## src/rtl/uart_r.sv

```systemverilog
// rtl/uart_r.sv - serial receiver with a one-entry valid/ready holding register.
// Optional two-flop input synchronizer: define UART_RX_SYNC_EN.
module uart_r #(
    parameter int D_WIDTH      = 13,
    parameter int CLKS_PER_BIT = 1,
    parameter int CNT_WIDTH    = 5
) (
    input  logic               clk,
    input  logic               rst,
    input  logic               rx,
    input  logic               rx_ready,
    output logic [D_WIDTH-1:0] rx_data,
    output logic               rx_valid,
    output logic               rx_busy,
    output logic               frame_err,
    output logic               overrun
);

    typedef enum logic [2:0] {
        IDLE,
        START,
        DATA,
        STOP,
        WAIT_HIGH
    } state_t;

    localparam int HALF = (CLKS_PER_BIT - 1) / 2;
    localparam logic [CNT_WIDTH-1:0] BIT_RELOAD  = CNT_WIDTH'(CLKS_PER_BIT - 1);
    localparam logic [CNT_WIDTH-1:0] HALF_RELOAD = CNT_WIDTH'((HALF > 0) ? HALF - 1 : 0);
    localparam logic [CNT_WIDTH-1:0] LAST_BIT    = CNT_WIDTH'(D_WIDTH - 1);

    logic rx_s;

`ifdef UART_RX_SYNC_EN
    logic [1:0] sync_q;

    always_ff @(posedge clk) begin
        if (rst) begin
            sync_q <= 2'b11;
        end else begin
            sync_q <= {sync_q[0], rx};
        end
    end

    assign rx_s = sync_q[1];
`else
    assign rx_s = rx;
`endif

    state_t               state, state_n;
    logic [CNT_WIDTH-1:0] timer, timer_n;
    logic [CNT_WIDTH-1:0] bit_cnt, bit_n;
    logic [D_WIDTH-1:0]   shreg, shreg_n;
    logic                 word_done;
    logic                 stop_err;

    always_ff @(posedge clk) begin
        if (rst) begin
            state   <= IDLE;
            timer   <= '0;
            bit_cnt <= '0;
            shreg   <= '0;
        end else begin
            state   <= state_n;
            timer   <= timer_n;
            bit_cnt <= bit_n;
            shreg   <= shreg_n;
        end
    end

    always_comb begin
        state_n   = state;
        timer_n   = timer;
        bit_n     = bit_cnt;
        shreg_n   = shreg;
        word_done = 1'b0;
        stop_err  = 1'b0;
        case (state)
            IDLE: begin
                if (!rx_s) begin
                    // With a zero half-bit offset the start sample is this very cycle.
                    if (HALF == 0) begin
                        state_n = DATA;
                        timer_n = BIT_RELOAD;
                        bit_n   = '0;
                    end else begin
                        state_n = START;
                        timer_n = HALF_RELOAD;
                    end
                end
            end
            START: begin
                if (timer == '0) begin
                    if (rx_s) begin
                        state_n = IDLE;
                    end else begin
                        state_n = DATA;
                        timer_n = BIT_RELOAD;
                        bit_n   = '0;
                    end
                end else begin
                    timer_n = timer - 1'b1;
                end
            end
            DATA: begin
                if (timer == '0) begin
                    shreg_n = D_WIDTH'({rx_s, shreg} >> 1);
                    timer_n = BIT_RELOAD;
                    if (bit_cnt == LAST_BIT) begin
                        state_n = STOP;
                    end else begin
                        bit_n = bit_cnt + 1'b1;
                    end
                end else begin
                    timer_n = timer - 1'b1;
                end
            end
            STOP: begin
                if (timer == '0) begin
                    if (rx_s) begin
                        word_done = 1'b1;
                        state_n   = IDLE;
                    end else begin
                        stop_err = 1'b1;
                        state_n  = WAIT_HIGH;
                    end
                end else begin
                    timer_n = timer - 1'b1;
                end
            end
            WAIT_HIGH: begin
                if (rx_s) begin
                    state_n = IDLE;
                end
            end
            default: begin
                state_n = IDLE;
            end
        endcase
    end

    assign rx_busy = (state != IDLE);

    // A completing word may replace one that is being consumed this same cycle.
    always_ff @(posedge clk) begin
        if (rst) begin
            rx_data   <= '0;
            rx_valid  <= 1'b0;
            frame_err <= 1'b0;
            overrun   <= 1'b0;
        end else begin
            frame_err <= stop_err;
            overrun   <= 1'b0;
            if (word_done) begin
                if (!rx_valid || rx_ready) begin
                    rx_data  <= shreg;
                    rx_valid <= 1'b1;
                end else begin
                    overrun <= 1'b1;
                end
            end else if (rx_valid && rx_ready) begin
                rx_valid <= 1'b0;
            end
        end
    end

endmodule

```

## config.mk

```make
export PLATFORM = sky130hd
export DESIGN_NAME = uart_r
export DESIGN_NICKNAME = d
export VERILOG_FILES = /design/src/rtl/uart_r.sv
export SDC_FILE = /design/constraint.sdc
export NUM_CORES = 1
export LEC_CHECK = 0
export CORE_MARGIN = 1
export CORE_UTILIZATION = 55
export DETAILED_ROUTE_END_ITERATION = 10
export PLACE_DENSITY = 0.78
export SYNTH_ARGS = -nofsm -noshare
export SYNTH_HDL_FRONTEND = slang
export SYNTH_SLANG_ARGS = --single-unit
export TNS_END_PERCENT = 20
```

## constraint.sdc

```tcl
create_clock -name clk -period 5.65 [get_ports clk]
set_input_delay 1.13 -clock clk [delete_from_list [all_inputs] [get_ports clk]]
set_output_delay 1.13 -clock clk [all_outputs]
set_load 0.05 [all_outputs]
```

* After elaboration in Yosys (flattened, before gate mapping)
Index checks and enable logic that the tools add are counted.
Widths: inputs -> output; s select.
** Storage, ports and cells
- Bits in registers :: 42
- Input port bits :: 4
- Output and inout bits :: 17
** Operators by class
- Mux-type cells :: 27
- Bitwise operators :: 3
- Reduce and logical (&&, ||, !) cells :: 17
- $add $sub $neg :: 2
- Eq/ne operators :: 14
** Operators by type and width (number)
- $mux 5 :: 8
- $mux 3 :: 7
- $pmux 5 s4 :: 1
- $ne 2x2->1 const B :: 8
- $pmux 3 s5 :: 1
- $pmux 5 s3 :: 1
- $mux 1 :: 8
- $reduce_and 2->1 :: 4
- $eq 3x2->1 const B :: 2
- $reduce_and 6->1 :: 1
- $reduce_bool 3->1 :: 2
- $add 5x1->5 const B :: 1
- $eq 5x4->1 const B :: 1
- $logic_not 5->1 :: 1
- $sub 5x1->5 const B :: 1
- $reduce_and 4->1 :: 1
- $reduce_bool 4->1 :: 1
- $eq 3x1->1 const B :: 1
- $eq 3x3->1 const B :: 1
- $logic_not 3->1 :: 1
- $not 1->1 :: 3
- $reduce_or 3->1 :: 1
- $mux 2 :: 1
- $ne 2x1->1 const B :: 1
- other kinds (5) :: 5

* Depth between registers and ports, before layout
- Depth after elaboration :: 5
- Gate-level depth with buffers :: 8

* Least setup slack after synthesis
OpenSTA, ideal clock, no wires.
- Path kind :: input to register
- Start :: input port rx
- End :: register rx_data[3]
- Data required time :: 5.522 ns
- Setup slack :: 3.218 ns
- Stages :: 6
- Data arrival time :: 2.304 ns
- Cells stage by stage :: clkbuf_1 > nand2b_1 > nor4b_4 > buf_6 > mux2i_1 > nor2_1
** On the way
- Word-level cells in the longest chain between the ends :: 4
** RTL lines
- from (decl) :: RTL line 10 : input logic rx,
- $mux 1 :: RTL line 120 : if (rx_s) begin
- $mux 1 :: RTL line 119 : if (timer == '0) begin
- $mux 1 :: RTL line 78 : case (state)
- $reduce_and 2->1 (no source line)
- to (signal assigned) :: RTL line 156 : rx_data <= shreg;
- to (decl) :: RTL line 12 : output logic [D_WIDTH-1:0] rx_data,
No other way between the ends.
A chain may end at the register's enable or synchronous reset.

==> out/qor.txt <==
sequential fraction of the synthesis area -> 45.9%
critical path's top delay family -> simple AND/OR/NAND/NOR gates
Max-Cap Viols -> 0
hold_sp -> shreg[0]
most frequent cells in the layout -> dfxtp_1 (42), nand2_1 (30), clkdlybuf4s50_1 (20)
vias -> 1,507
Reg clk slew, reported paths -> 0.13 ns
placed inst area -> 2030 um2
port buffer count -> 20
Starting Density -> 59.0%
EDFF count, synth -> 0
# clock sinks -> 42
Die X -> 59.7 um
outcome -> finished, final reports clean
global placement routability congestion -> 0.757
Relative slew margins -> 26.2%
Antenna diodes -> 0
Final period util -> 55.8%
H-tree depth -> 2
post-route design area -> 2090 um2
Leakage -> 0.000735 uW
hpwl dp -> 2.39 mm
NumNets Final -> 229
clock skew -> 0.0128 ns
first-pass GRT wire length -> 5.73 mm
syn nets -> 213
Critical Path Slowest Stage Cell -> nor4b_1
final WL -> 3.43 mm
min-delay worst type -> reg -> reg
Wirelength per Cell -> 12.9 um
commonest non-fill, non-tap cell in the layout -> dfxtp_1
syn_area_per_cell -> 8.93 um2
Rows -> 20
r2r endpoint -> rx_data[2]
Non-Filler Instances -> 266
reg2reg start -> timer[0]
layout cells sized above 1 -> 6.76%
DRT antenna net count -> 0
synth unique cells -> 40
DP Cell Count -> 258
Post-CTS Setup Inserts -> 0
CP max FO -> 40
CTS root buf -> clkbuf_4
DR pass1 iterations -> 4
WP buf/inv -> 2
clk_lat worst skew -> 0.35 ns
Most used DFF post-synth -> dfxtp_1
FF+latch count, synth -> 42
Worst Setup End Kind -> register
TNS Setup -> 0 ns
Worst EP required -> 5.94 ns
Remaining DRCs -> 0
Die H -> 59.7 um
Power Density -> 253 nW/um2
Mapped Cells -> 205
crit-path cells -> clkdlybuf4s50_1 -> buf_4 -> nor4b_1 -> nand2_1 -> o41ai_1 -> a21o_1
Max Clk Rate -> 317 MHz
synth-to-layout area growth -> 14.3%
Hold Fails Final Rpt -> 0
Design Power -> 530 uW
path depth of the worst reg2reg path -> 6
vias per cell -> 5.67
fillers -> 278
CP Class -> in -> reg
crit path time final -> 3.15 ns
Syn. warnings -> 0
gr ovfl total -> 0
Final setup viols -> 0
Die Area -> 3560 um2
RSZ-0062 raised after global routing -> false
VDD IR-drop max -> 0.172 mV
cts hold-fix bufs -> 0
CTS tree -> yes
Slew Limit Fails -> 0
Async S/R FF share, synth -> 0%
Hold Path Cell Cnt -> 2
worst stage delay on the critical path -> 0.86 ns
pin count of the biggest net entering global routing -> 41
CTS max path bufs -> 2
1st-iter DRT viols -> 63
type of origin of the critical path -> input pin
CTS Buf Count -> 5
Mapped Area -> 1830 um2
critical path arrival -> 3.44 ns
post-CTS sizing -> 0
total track usage -> 21.4%
Hold Path End -> shreg[0]
initial antenna violation count -> 0
Worst Max-Slew Pin Slew -> 1.10 ns
Core Region -> 3100 um2
IO Count -> 21
Worst R2R Setup Slack -> 2.91 ns
vias in the first global route -> 1,358
## tightest hold or removal path: stages, from the launching register on
cell and delay [ns]:
dfxtp_1 0.33, nand2_1 0.05, a21oi_1 0.06
## worst max path at each step
stage / startpoint / end / cells after the start / slack, ns
final: rst / bit_cnt[4] / 6 / 2.50
after global routing: rst / bit_cnt[4] / 6 / 2.39
after CTS: rst / bit_cnt[4] / 6 / 2.50
after detailed placement: rst / bit_cnt[4] / 6 / 2.13
after global placement: rst / bit_cnt[4] / 6 / 2.29
after floorplan: rx / rx_data[3] / 6 / 3.22
## report_power, final
group / switching [uW] / internal [uW] / leakage, uW
logic: 46.6 / 27.5 / 0.000365
registers: 7.38 / 302 / 0.000339
clock network: 98.2 / 48.5 / 0.0000312
total: 152 / 378 / 0.000735
## per-stage QoR
step	utilization (%)	setup WS, ns	hold WS (ns)
2_1_floorplan	-	3.22	0.436
3_3_place_gp	65.5	2.29	0.441
3_5_place_dp	65.5	2.13	0.461
4_1_cts	67.4	2.50	0.477
5_1_grt	67.4	2.39	0.502
6_report	67.4	2.50	0.475
## sequential cells by signal, summed over array words and instances (netlist names)
signal,flops
rx_data,13
timer,5
frame_err,1
rx_valid,1
state,3
overrun,1
shreg,13
bit_cnt,5
## synth_stat cells, types with 2 or more instances
master	number	area share, %
ha_1	4	2.7
nor3_1	5	1.4
o21ai_0	4	1.1
nor4_1	3	1.0
nand2b_1	4	1.4
a21o_1	3	1.2
o41ai_1	2	0.96
buf_6	2	1.2
a21oi_1	19	5.2
dfxtp_1	42	46
nand3_1	5	1.4
nor2b_1	2	0.68
nor3b_1	2	0.82
mux2i_1	16	8.7
nand2_1	30	6.2
or3_1	4	1.4
inv_1	8	1.6
clkbuf_1	10	2.1
nor2_1	19	3.9
## final cells by class
type	instances	area, um2	share of cell area, %
Timing Repair Buffer	21	208	9.93
Multi-Input combinational cell	143	900	43.0
Clock inverter	3	21.3	1.02
Tap cell	44	55.1	2.63
Sequential cell	42	841	40.2
Inverter	8	30.0	1.44
Clock buffer	5	37.5	1.79
## routing by layer
layer / GRT usage [%] / up-vias / share of wire (%)
met2: 37.1 / 33 / 50
met5: 0 / - / 0
met3: 4.11 / 7 / 3.8
met1: 25.5 / 726 / 44
li1: - / 741 / -
met4: 9.30 / 0 / 1.8
## logic make-up (layout without fill, tap and decap cells)
kind of cell             Yosys count  in the layout  share of synthesized area [%]
buffers and inverters             20             37                           4.92
flip-flops                        42             42                           45.9
multiplexers                      17             17                           9.36
XOR/XNOR                           1              1                          0.479
AO/OA/AOI/OAI                     38             38                           13.2
AND/OR/NAND/NOR                   83             83                           23.4
adder cells (fa/ha/maj)            4              4                           2.73
Note: power is estimated with default switching activity, not from simulation.
